===== src/rtl/sync_fifo_pkg.sv =====
// Shared definitions for the synchronous FIFO neighbourhood.
//   SKID_DEPTH    : entries in the drainer's skid buffer
//   drain_state_t : drainer FSM states
//   next_idx()    : advance an index into a SKID_DEPTH-entry ring (0,1,2,0,...)
package sync_fifo_pkg;

  localparam int unsigned SKID_DEPTH = 3;

  typedef enum logic [0:0] {
    RUN   = 1'b0,
    FLUSH = 1'b1
  } drain_state_t;

  function automatic logic [1:0] next_idx(input logic [1:0] idx);
    return (idx == 2'(SKID_DEPTH - 1)) ? 2'd0 : idx + 2'd1;
  endfunction

endpackage


===== src/rtl/sync_fifo_stream_drainer_skid.sv =====
// skid_buffer3: three-entry register ring with push/pop and occupancy.
// Reusable in front of any valid/ready stream sink.
//   clk_i, rst_i   : clock and synchronous active-high reset (clears storage too)
//   clear_i        : drop all buffered words; takes priority over push/pop
//   push_i         : write push_data_i at the tail
//   pop_i          : consumer accepts the head word (ignored when empty)
//   occ_o          : occupancy 0..3
//   valid_o        : buffer holds at least one word
//   head_data_o    : oldest buffered word
module skid_buffer3
  import sync_fifo_pkg::*;
#(
  parameter int unsigned DATA_WIDTH = 64
) (
  input  logic                  clk_i,
  input  logic                  rst_i,
  input  logic                  clear_i,
  input  logic                  push_i,
  input  logic [DATA_WIDTH-1:0] push_data_i,
  input  logic                  pop_i,
  output logic [1:0]            occ_o,
  output logic                  valid_o,
  output logic [DATA_WIDTH-1:0] head_data_o
);

  localparam logic [1:0] OccFull = 2'(SKID_DEPTH);

  logic [DATA_WIDTH-1:0] mem_q [SKID_DEPTH];
  logic [1:0]            head_q, tail_q, occ_q;
  logic                  do_push, do_pop;

  assign do_pop  = pop_i && (occ_q != 2'd0);
  // The upstream credit rule keeps us from overflowing; the guard only
  // protects stored words if a caller ever breaks that rule.
  assign do_push = push_i && ((occ_q != OccFull) || do_pop);

  always_ff @(posedge clk_i) begin
    if (rst_i) begin
      head_q <= 2'd0;
      tail_q <= 2'd0;
      occ_q  <= 2'd0;
      for (int unsigned i = 0; i < SKID_DEPTH; i++) begin
        mem_q[i] <= '0;
      end
    end else if (clear_i) begin
      head_q <= 2'd0;
      tail_q <= 2'd0;
      occ_q  <= 2'd0;
    end else begin
      if (do_push) begin
        mem_q[tail_q] <= push_data_i;
        tail_q        <= next_idx(tail_q);
      end
      if (do_pop) begin
        head_q <= next_idx(head_q);
      end
      unique case ({do_push, do_pop})
        2'b10:   occ_q <= occ_q + 2'd1;
        2'b01:   occ_q <= occ_q - 2'd1;
        default: occ_q <= occ_q;
      endcase
    end
  end

  assign occ_o       = occ_q;
  assign valid_o     = (occ_q != 2'd0);
  assign head_data_o = mem_q[head_q];

endmodule


===== src/rtl/sync_fifo_stream_drainer.sv =====
// Pops a synchronous FIFO (1-cycle read latency) and re-presents its words as
// a valid/ready stream, with a drain-and-discard flush mode and a count of
// delivered words.
//   clk_i, rst_i      : clock and synchronous active-high reset
//   fifo_empty_i      : FIFO empty flag
//   fifo_data_i       : FIFO read data, valid the cycle after fifo_rd_en_o
//   fifo_rd_en_o      : FIFO pop request
//   m_data_o/m_valid_o/m_ready_i : output stream
//   flush_i           : single-cycle drain-and-discard request (ignored in FLUSH)
//   flush_busy_o      : high while flushing
//   flush_done_o      : one-cycle pulse after returning to RUN
//   words_drained_o   : stream handshakes, wrapping
module sync_fifo_stream_drainer
  import sync_fifo_pkg::*;
#(
  parameter int unsigned DATA_WIDTH = 64,
  parameter int unsigned CNT_WIDTH  = 32
) (
  input  logic                  clk_i,
  input  logic                  rst_i,
  input  logic                  fifo_empty_i,
  input  logic [DATA_WIDTH-1:0] fifo_data_i,
  output logic                  fifo_rd_en_o,
  output logic [DATA_WIDTH-1:0] m_data_o,
  output logic                  m_valid_o,
  input  logic                  m_ready_i,
  input  logic                  flush_i,
  output logic                  flush_busy_o,
  output logic                  flush_done_o,
  output logic [CNT_WIDTH-1:0]  words_drained_o
);

  drain_state_t         state_q, state_d;
  logic                 inflight_q;
  logic                 done_q, done_d;
  logic [CNT_WIDTH-1:0] cnt_q;

  logic       clear, push, handshake;
  logic [1:0] occ;
  logic [2:0] credit_used;

  // Words already buffered plus the one arriving this cycle; a new pop is only
  // issued when its data is guaranteed a slot, independent of m_ready_i.
  assign credit_used = {1'b0, occ} + {2'b00, inflight_q};

  always_comb begin
    state_d      = state_q;
    fifo_rd_en_o = 1'b0;
    clear        = 1'b0;
    done_d       = 1'b0;
    unique case (state_q)
      RUN: begin
        fifo_rd_en_o = !fifo_empty_i && (credit_used < 3'(SKID_DEPTH));
        if (flush_i) begin
          state_d = FLUSH;
          clear   = 1'b1;
        end
      end
      FLUSH: begin
        fifo_rd_en_o = !fifo_empty_i;
        // Leave only once nothing is left in the FIFO or on its read port.
        if (fifo_empty_i && !inflight_q) begin
          state_d = RUN;
          done_d  = 1'b1;
        end
      end
      default: state_d = RUN;
    endcase
    if (rst_i) begin
      fifo_rd_en_o = 1'b0;
    end
  end

  // Returned words are only kept in RUN; in FLUSH they fall on the floor.
  assign push      = inflight_q && (state_q == RUN);
  assign handshake = m_valid_o && m_ready_i;

  skid_buffer3 #(
    .DATA_WIDTH(DATA_WIDTH)
  ) u_skid (
    .clk_i      (clk_i),
    .rst_i      (rst_i),
    .clear_i    (clear),
    .push_i     (push),
    .push_data_i(fifo_data_i),
    .pop_i      (m_ready_i),
    .occ_o      (occ),
    .valid_o    (m_valid_o),
    .head_data_o(m_data_o)
  );

  always_ff @(posedge clk_i) begin
    if (rst_i) begin
      state_q    <= RUN;
      inflight_q <= 1'b0;
      done_q     <= 1'b0;
      cnt_q      <= '0;
    end else begin
      state_q    <= state_d;
      inflight_q <= fifo_rd_en_o;
      done_q     <= done_d;
      if (handshake) begin
        cnt_q <= cnt_q + {{(CNT_WIDTH - 1){1'b0}}, 1'b1};
      end
    end
  end

  assign flush_busy_o    = (state_q == FLUSH);
  assign flush_done_o    = done_q;
  assign words_drained_o = cnt_q;

endmodule


===== config.mk =====
export PLATFORM = sky130hd
export DESIGN_NAME = sync_fifo_stream_drainer
export DESIGN_NICKNAME = d
export VERILOG_FILES = /design/src/rtl/sync_fifo_pkg.sv /design/src/rtl/sync_fifo_stream_drainer_skid.sv /design/src/rtl/sync_fifo_stream_drainer.sv
export SDC_FILE = /design/constraint.sdc
export NUM_CORES = 1
export LEC_CHECK = 0
export ABC_CLOCK_PERIOD_IN_PS = 6500
export BUFFER_PORTS_ARGS = -buffer_cell sky130_fd_sc_hd__buf_2
export CAP_MARGIN = 20
export CORE_MARGIN = 1
export CORE_UTILIZATION = 58
export CTS_CLUSTER_DIAMETER = 50
export DETAILED_ROUTE_END_ITERATION = 16
export MAX_ROUTING_LAYER = met4
export PLACE_DENSITY = 0.8
export SYNTH_ARGS = -nofsm -noshare
export SYNTH_HDL_FRONTEND = slang
export SYNTH_HIERARCHICAL = 1
export SYNTH_SLANG_ARGS = --single-unit

===== constraint.sdc =====
create_clock -name clk_i -period 6.5 [get_ports clk_i]
set_clock_uncertainty 0.2 [all_clocks]
set_input_delay 0 -clock clk_i [delete_from_list [all_inputs] [get_ports clk_i]]
set_output_delay 0 -clock clk_i [all_outputs]
set_load 0.05 [all_outputs]

==> impl_metrics.toml <==
[worst_hold_path]
hold_start = "fifo_data_i[48]"
min_to = "u_skid/mem_q[3][48]"
hp-class = "in2reg"
hold_depth = 2

[floorplan]
die_x_um = 149.3
core_area_um2 = 21150
rows = 53
start_util_pct = 59.50
die_area_um2 = 22300
ios = 169
die_h_um = 149.3

[routing]
via_per_inst = 5.451
vias = 7272
drc_errors = 0
ant_nets = 0
routed_wl_um = 25610
firstDrtPassIters = 4
drt_iter0_markers = 378
wl_per_cell_um = 19.20

[sta]
max_slew_margin_pct = 29.56
fin_setup_tns_ns = 0
fmax_ghz = 0.3247
slew_viol_final = 0
tightest_slew_ns = 1.057
setup_violations = 0
rsz0062_at_grt = "false"
holdWs_ns = 0.008879
hold_violations = 0
period_share_pct = 47.38
min_period_ns = 3.080

[placed_design]
port_buffers = 168
gp_congestion = 0.7787
hpwlAfterDp_um = 13660

[worst_setup_path]
worst_path_largest_cell_delay_ns = 0.81
r2r_end = "u_skid/mem_q[3][0]"
cp.arrival_ns = 2.88
path_cells = "buf_4 > mux4_2 > buf_2"
rrSetupSlack_ns = 3.76
endpoint_kind = "output pin"
reg2reg_depth = 4
path_class = "reg2out"
cp_top_family = "buffers and inverters"
critPathSlowestCell = "buf_4"
critPathMaxFanout = 46
critPathBufInv = 2
setup.worst_path.start_class = "flip-flop"
critPathRequiredTime_ns = 6.30
regToRegStartpoint = "flush_busy_o"

[layout]
diodes = 0
nets = 1108
area_delta_synth_final_pct = 23.44
fillers = 1271
regArea_um2 = 8556
multi_input_comb_area_um2 = 3771
drive_above_1_share_pct = 28.90

[clocking]
htree_levels = 1
cts_tree = "yes"
insertion_delay_ns = 0.56
cts_inserted_buffers = 31
cts_resized = 0
clock_path_buffers = 3
clk_pin_slew_ns = 0.06
post_cts_buffers = 0
ctsHoldBuffers = 98
clock_sink_count = 299
root_buffer = "clkbuf_16"

[synthesis]
synth_area_leaders = "edfxtp_1, mux4_2, and2_1, dfxtp_1, xor2_1"
ys_warn_count = 6
syn-num-nets = 844
yosys-top-cells-count = "edfxtp_1, and2_1, mux4_2"
yosysMostFrequentCell = "edfxtp_1"
avgSynthCellArea_um2 = 16.33
synth-edff-count = 256
async_flop_share_pct = 0
yosys_register_bits = 299
syn_inst = 771
synth_flop_cell = "edfxtp_1"
synthesis.area_um2 = 12590
yosys.area.top_type = "edfxtp_1"
ys_seq_area_share_pct = 67.91
ys_types = 43
synth_top_area_share_pct = 61.07

[global_routing]
grt_pass1_wl_um = 39570
antenna_found_initial = 0
overflow = 0
grt_pass1_vias = 7629
grt_use_total_pct = 24.23
grt_max_degree = 66

[outcome]
status = "completed"

[power_and_ir_drop]
power_leakage_nw = 5.878
max-vdd-ir-drop_v = 0.0001947
p_per_area_nw_per_um2 = 268.4

[flow_run]
drv_cap = 0
[sequential cells by signal, indices dropped and copies added (netlist names), named ones only]
register / count
u_skid/head_q: 2
u_skid/mem_q: 256
u_skid/occ_o: 2
words_drained_o: 32
inflight_q: 1
flush_done_o: 1
u_skid/tail_q: 2
flush_busy_o: 1
[cells by family after synthesis]
group | synth area share (%)
AOI/OAI and AO/OA | 0.7655
xor gates and xnor gates | 1.740
adders and majority gates | 0.3976
buffers and inverters | 2.237
DFF | 67.91
muxes | 11.63
and+or+nand+nor | 15.32
[through the flow]
step	area (um^2)	utilization (%)	setup WS, ns	total power, mW	cells
2_1_floorplan	12590	-	0.1737	2.386	771
3_3_place_gp	13580	64.17	3.823	2.473	1179
3_5_place_dp	13580	64.17	3.747	2.479	1179
4_1_cts	15540	73.45	3.322	4.200	1334
5_1_grt	15540	73.45	3.203	4.285	1334
6_report	15540	73.45	3.420	4.171	1334
[worst max-delay path by stage]
stage	from	to	slack (ns)	cells after the start
floorplan	flush_busy_o	u_skid/mem_q[3][0]	0.17	4
global placement	flush_busy_o	u_skid/mem_q[3][39]	3.82	4
detailed placement	flush_busy_o	u_skid/mem_q[3][61]	3.75	4
CTS	flip-flop	m_data_o[2]	3.32	3
global route	flip-flop	m_data_o[33]	3.20	3
finish	flip-flop	m_data_o[43]	3.42	3
[power by group]
part	internal (mW)	switching (mW)	total [mW]
sequential	2.13	0.0194	2.15
clock	0.963	0.723	1.69
combinational	0.123	0.209	0.333
[placed cells by master, fill, tap and decap left out, types with 12 or more instances in the layout]
| cell type | netlist | routed |
|---|---|---|
| dlygate4sd3_1 | 0 | 98 |
| and2_1 | 193 | 193 |
| clkbuf_16 | 0 | 31 |
| xor2_1 | 18 | 18 |
| dfxtp_1 | 43 | 41 |
| edfxtp_1 | 256 | 256 |
| mux4_2 | 64 | 64 |
| nand4_1 | 12 | 12 |
| nor2_1 | 36 | 36 |
| buf_2 | 8 | 168 |
| nand2_1 | 17 | 17 |
[layout make-up]
class,instances,area share [%]
clock buffers,38,5.162
clock inverters,19,1.152
inverters,7,0.1691
multi-input cells,425,24.27
flip-flops and latches,299,55.07
well taps,275,2.215
repair buffers,271,11.97
[layer usage]
layer  routed length, um  track usage (%)  vias to the layer above
li1                    -                -                     3399
met1               10070            29.06                     3572
met2               13340            41.81                      251
met3                1508            3.700                       50
met4                 692            8.418                        0
met5                   0                -                        -
[worst register-to-register path, delay by kind of cell, from the launching register on]
kind	cells	cell delay, ns
flip-flops	1	0.43
buffers and inverters	1	0.79
AND/OR/NAND/NOR	3	0.91
(Power assumes the default switching activity.)
